--- src/rtl/n_bit_logic_unit.sv ---
// Registered WIDTH-bit bitwise logic unit with valid/ready handshake,
// accumulator chaining and zero/parity status flags.
module n_bit_logic_unit #(
  parameter int WIDTH = 4
) (
  input  logic             clk,
  input  logic             rst_n,
  input  logic             in_valid,
  output logic             in_ready,
  input  logic [WIDTH-1:0] A_in,
  input  logic [WIDTH-1:0] B_in,
  input  logic [2:0]       op_sel,
  input  logic             acc_en,
  output logic             out_valid,
  input  logic             out_ready,
  output logic [WIDTH-1:0] logic_out,
  output logic             zero_flag,
  output logic             parity_flag
);

  typedef enum logic [2:0] {
    OP_AND  = 3'b000,
    OP_OR   = 3'b001,
    OP_XOR  = 3'b010,
    OP_NAND = 3'b011,
    OP_NOR  = 3'b100,
    OP_XNOR = 3'b101,
    OP_ANDN = 3'b110,
    OP_PASS = 3'b111
  } op_e;

  logic [WIDTH-1:0] acc_q;
  logic [WIDTH-1:0] operand_x;
  logic [WIDTH-1:0] result;
  logic             accept;

  // in_ready depends only on the output register state, never on in_valid.
  assign in_ready  = !out_valid || out_ready;
  assign accept    = in_valid && in_ready;
  assign operand_x = acc_en ? acc_q : A_in;

  always_comb begin
    result = operand_x;
    case (op_e'(op_sel))
      OP_AND:  result = operand_x & B_in;
      OP_OR:   result = operand_x | B_in;
      OP_XOR:  result = operand_x ^ B_in;
      OP_NAND: result = ~(operand_x & B_in);
      OP_NOR:  result = ~(operand_x | B_in);
      OP_XNOR: result = ~(operand_x ^ B_in);
      OP_ANDN: result = operand_x & ~B_in;
      OP_PASS: result = operand_x;
      default: result = operand_x;
    endcase
  end

  // Accumulator resets to all ones so an AND chain starts from the identity.
  always_ff @(posedge clk or negedge rst_n) begin
    if (!rst_n) begin
      out_valid   <= 1'b0;
      logic_out   <= '0;
      zero_flag   <= 1'b0;
      parity_flag <= 1'b0;
      acc_q       <= '1;
    end else if (accept) begin
      out_valid   <= 1'b1;
      logic_out   <= result;
      zero_flag   <= (result == '0);
      parity_flag <= ^result;
      acc_q       <= result;
    end else if (out_ready) begin
      out_valid   <= 1'b0;
    end
  end

endmodule

--- config.mk ---
export PLATFORM = sky130hd
export DESIGN_NAME = n_bit_logic_unit
export DESIGN_NICKNAME = d
export VERILOG_FILES = /design/src/rtl/n_bit_logic_unit.sv
export SDC_FILE = /design/constraint.sdc
export NUM_CORES = 1
export LEC_CHECK = 0
export ABC_CLOCK_PERIOD_IN_PS = 3000
export BUFFER_PORTS_ARGS = -buffer_cell sky130_fd_sc_hd__buf_4
export CORE_MARGIN = 4
export CORE_UTILIZATION = 50
export CTS_CLUSTER_SIZE = 20
export DETAILED_ROUTE_END_ITERATION = 12
export PLACE_DENSITY = 0.75
export SYNTH_ARGS = -nofsm -noshare
export SYNTH_HDL_FRONTEND = slang
export SYNTH_SLANG_ARGS = --single-unit
--- constraint.sdc ---
create_clock -name clk -period 3 [get_ports clk]
set_input_delay 0.45 -clock clk [delete_from_list [all_inputs] [get_ports clk]]
set_output_delay 0.45 -clock clk [all_outputs]
set_load 0.05 [all_outputs]
# After elaboration in Yosys (flattened, before gate mapping)
# Cells that the tools add are included.
dict set report word_totals {
  ram_bits 0
  latch_bits 0
  mem_count 0
  reg_bits 11
  rom_bits 0
  in_bits 16
  word_cells 31
}
dict set report classes {
  n_div 0
  n_lt_le_gt_ge 0
  n_eq_ne 7
  mul 0
  shifts 0
  n_addsub 0
  n_bitwise 8
  n_mux 4
  n_reduce_logical 7
}
# operator count
set ops {}
lappend ops {{4-bit case mux with 8 select lines} 1}
lappend ops {{4-bit inverter} 4}
lappend ops {{3-bit equality test (second input constant)} 4}
lappend ops {{4-bit AND} 2}
lappend ops {{3-bit by 2-bit equality test with 1-bit output (second input constant)} 2}
lappend ops {{4-bit logical NOT} 1}
lappend ops {{4-bit two-way mux} 1}
lappend ops {{4-bit OR} 1}
lappend ops {{4-bit XOR reduction} 1}
lappend ops {{4-bit XOR} 1}
lappend ops {{3-bit by 1-bit equality test with 1-bit output (second input constant)} 1}
lappend ops {{3-bit logical NOT} 1}
lappend ops {{1-bit two-way mux} 2}
lappend ops {{2-bit nonzero test} 1}
lappend ops {{1-bit logical AND} 1}
lappend ops {{1-bit logical NOT} 1}
lappend ops {{1-bit logical OR} 1}

# Depth between registers and ports, before layout
dict set report logic_depth {
  depth_word 5
  ltp_mapped 11
  depth_no_buf 10
}

# Worst setup path before layout
# OpenSTA, ideal clock, no wires.
dict set report synth_timing {
  path_kind {input port to flip-flop}
  from {input acc_en}
  to {register parity_flag}
  setup_time_ps 133
  path_buffers 1
  setup_slack_ps 459
  t_arrival_ps 2408
  cell_stages 11
  cell_sequence {clkbuf_2 > mux2i_1 > inv_1 > ha_1 > and2_1 > o311ai_0 > a21oi_1 > o21bai_1 > ha_1 > xnor2_1 > o21ai_0}
}
dict set report synth_via {
  elab_chain_cells 5
  word_cells_on_any_way 10
}
# element line
set synth_lines {}
lappend synth_lines {{from (decl)} 13} ;# input logic acc_en,
lappend synth_lines {{4-bit two-way mux *} 40} ;# assign operand_x = acc_en ? acc_q : A_in;
lappend synth_lines {{4-bit XOR (tied with other cells)} {47, 50}}
lappend synth_lines {{4-bit inverter (on tied branches)} {50, 48, 49}}
lappend synth_lines {{4-bit case mux with 8 select lines *} 44} ;# case (op_e'(op_sel))
lappend synth_lines {{4-bit XOR reduction *} 69} ;# parity_flag <= ^result;
lappend synth_lines {{to (signal assigned)} 69}
lappend synth_lines {{to (decl)} 18} ;# output logic parity_flag
# Every way passes the cells marked *; elsewhere a longest branch is shown, timed or not.
# A chain may end at the register's enable or synchronous reset.

# Worst setup path after layout
dict set report layout_timing {
  from {register acc_q[2]}
  to {register parity_flag}
}
dict set report layout_via {
  elab_chain_cells 5
  word_cells_on_any_way 10
}
# element line
set layout_lines {}
lappend layout_lines {{from (decl)} 32} ;# logic [WIDTH-1:0] acc_q;
lappend layout_lines {{from (signal assigned)} 70} ;# acc_q <= result;
lappend layout_lines {{4-bit two-way mux *} 40}
lappend layout_lines {{4-bit XOR (tied with other cells)} {47, 50}}
lappend layout_lines {{4-bit inverter (on tied branches)} {50, 48, 49}}
lappend layout_lines {{4-bit case mux with 8 select lines *} 44}
lappend layout_lines {{4-bit XOR reduction *} 69}
# Marked as above.

==> flow_summary.ini <==
[run_status]
status = finished clean

[clocking]
cts_buffers = 3
h-tree-depth = 1
clock_sinks = 11
cts-root-buf = clkbuf_4
clk_pin_slew_ns = 0.07
cts_tree = yes
clkLatencyLatePin_ns = 0.27
cts_resized = 0
clock_path_buffers = 2

[drt]
avgViaCountPerCell = 5.80
num_vias = 939
wl_per_cell_um = 14.4
dr.pass1.iters = 4
wirelength_mm = 2.34
drtIter0Drc = 27
drc = 0
postRouteAntennaNets = 0

[logic_synthesis]
synth_area_leader_cell = dfrtp_1
avgSynthCellArea_um2 = 9.04
synth_ff_type = dfrtp_1
async_reset_ff_frac = 1.00
synthesis.instances = 114
ys_seq_area_frac = 0.272
synth_top_area_share = 0.170
synth_area_leaders = dfrtp_1 17%, ha_1 17%, dfstp_2 10%
synth_edf_count = 0
yosys.cell_types.count = 36
synthesis.nets = 144
yosysWarningCount = 0
yosys_register_bits = 11
syn_area_um2 = 1030

[sta]
finClkSkew_ns = 0.00158
slew_headroom = 0.617
rsz0062_at_grt = false
min_period_over_period = 0.903
worst_slack_ns = 0.290
final.setup.tns_ns = 0
hold_viol = 0
slew_violations = 0
worst_slew_pin_slew_ns = 0.567
setup_violations = 0
max_freq_ghz = 0.369
period_needed_ns = 2.71
fin_hold_ws_ns = 0.405

[setup_path]
critPathMaxFanout = 4
cp.required_ns = 3.14
crit_chain = mux2i_1 > inv_1 > ha_1 > and2_1 > o311ai_0 > a21oi_1 > o21bai_1 > ha_1 > xnor2_1 > o21ai_0
slowest_stage = o311ai_0
critPathArrivalTime_ns = 2.85
cpMostUsedCell = ha_1
cp_slowest_stage_delay_ns = 0.49
crit_type = reg2reg
setup.worst_path.end_class = register
crit_path_start_kind = register

[floorplanning]
start_util = 0.526
io-pin-count = 24
core-area_um2 = 1960
die-height_um = 53.4
dieArea_um2 = 2850
die_w_um = 53.4
std_cell_rows = 16

[grt]
grt_usage = 0.185
grt_util_met1 = 0.232
overflow = 0
grt_start_max_net_pins = 19
grt-busiest-layer = met2
use_met2 = 0.310
grt_pass1_wl_mm = 3.91
grt_pass1_vias = 911
antenna_found_initial = 0
grtUsageMet3 = 0.0451

[placed_design]
place_area_um2 = 1190
portBuffers = 23
place.detailed.hpwl_mm = 1.81
gp_congestion = 0.915
pre_cts_ws_ns = 0.130

[power_and_ir_drop]
p_leak_nw = 0.611
powerDensity_nw_per_um2 = 475
ir_worst_vdd_v = 0.000361

[finish]
area_growth_pct = 18.8
antenna_cells = 0
fill_cells = 175
fin_util = 0.624
final_area_um2 = 1220
drive_above_1_share = 0.259
layout.nets = 166

[min_path]
worst_hold_path_type = in2reg

[job]
drv_cap = 0
==> per-stage QoR <==
stage / std cells / power [W]
after floorplan: 114 / 0.000402
after global placement: 157 / 0.000474
after detailed placement: 157 / 0.000483
after CTS: 162 / 0.000589
after global routing: 162 / 0.000621
final: 162 / 0.000582
==> kinds of logic after synthesis <==
| group | share of synthesized area |
|---|---|
| and+or+nand+nor | 0.166 |
| AOI/OAI and AO/OA | 0.203 |
| buffers and inverters | 0.0801 |
| adders and majority gates | 0.170 |
| DFF | 0.272 |
| muxes | 0.101 |
| xor gates and xnor gates | 0.00850 |
==> power breakdown <==
group	internal [W]	leakage (nW)	switching, W
clock network	0.0000515	0.0150	0.0000479
logic	0.000109	0.471	0.000172
registers	0.000185	0.124	0.0000169
total	0.000345	0.611	0.000237
==> cell usage in the layout (no fill, tap or decap), drive strengths merged, types with 2 or more instances in the layout <==
cell type,Yosys,layout
o22ai,5,5
a21oi,3,3
nand2b,3,3
a211oi,4,4
inv,9,9
dfstp,4,4
o311ai,2,2
nand2,6,6
o21ai,4,4
buf,5,23
mux2,3,3
a211o,3,3
clkbuf,2,4
dfrtp,7,7
mux2i,7,7
ha,14,14
nand3b,2,2
nor2,12,12
nand3,3,3
and2,3,3
==> registers in the layout (all words and copies together) (netlist names) <==
name	count
out_valid	1
logic_out	4
acc_q	4
zero_flag	1
parity_flag	1
==> Yosys cell counts, types with 2 or more instances <==
cell and instances:
dfrtp_1 7, a211o_1 3, nand3b_1 2, o21ai_0 4
o22ai_1 5, nand2b_1 3, nand3_1 3, dfstp_2 4
nor2_1 12, mux2_2 3, a21oi_1 3, inv_1 9
o311ai_0 2, a211oi_1 4, buf_2 2, nand2_1 6
buf_6 2, ha_1 14, and2_1 3, mux2i_1 7
==> worst paths after layout <==
| path | slack (ns) | end | cells after the start | startpoint |
|---|---|---|---|---|
| worst max-delay path | 0.29 | parity_flag | 10 | acc_q[2] |
| worst min-delay path | 0.40 | out_valid | 2 | in_valid |
| worst max register to register | 0.29 | parity_flag | 10 | acc_q[2] |
| worst min register to register | 0.47 | zero_flag | 2 | zero_flag |
| max in group asynchronous | 2.23 | acc_q[0] | 2 | rst_n |
| min in group asynchronous | 0.55 | logic_out[0] | 2 | rst_n |
==> layer usage <==
metal	routed length, µm	vias to the layer above	share of wire
met3	93	0	0.040
li1	-	452	-
met5	0	-	0
met1	1030	464	0.44
met2	1210	23	0.52
met4	0	0	0
==> critical path, delay by kind of cell (launching register included) <==
family,cells,cell delay (ns)
fa+ha+maj,2,0.57
simple gates,1,0.17
flops,1,0.37
xor+xnor,1,0.15
mux,1,0.27
compound gates,4,0.93
buf+inv,1,0.12
==> layout make-up <==
| class | count | area (µm²) | area share |
|---|---|---|---|
| timing repair buffer | 24 | 183 | 0.149 |
| multi-input combinational | 87 | 668 | 0.545 |
| tap | 27 | 33.8 | 0.0276 |
| clock buffer | 4 | 26.3 | 0.0215 |
| inverter | 9 | 33.8 | 0.0276 |
| sequential | 11 | 280 | 0.229 |
==> timing repair <==
item / 4_1_cts / 5_1_grt
endpoints found under the hold margin: 7 / 0
buffers inserted: 0 / 0
hold buffers: 1 / 0
Note: power is estimated with default switching activity, not from simulation.
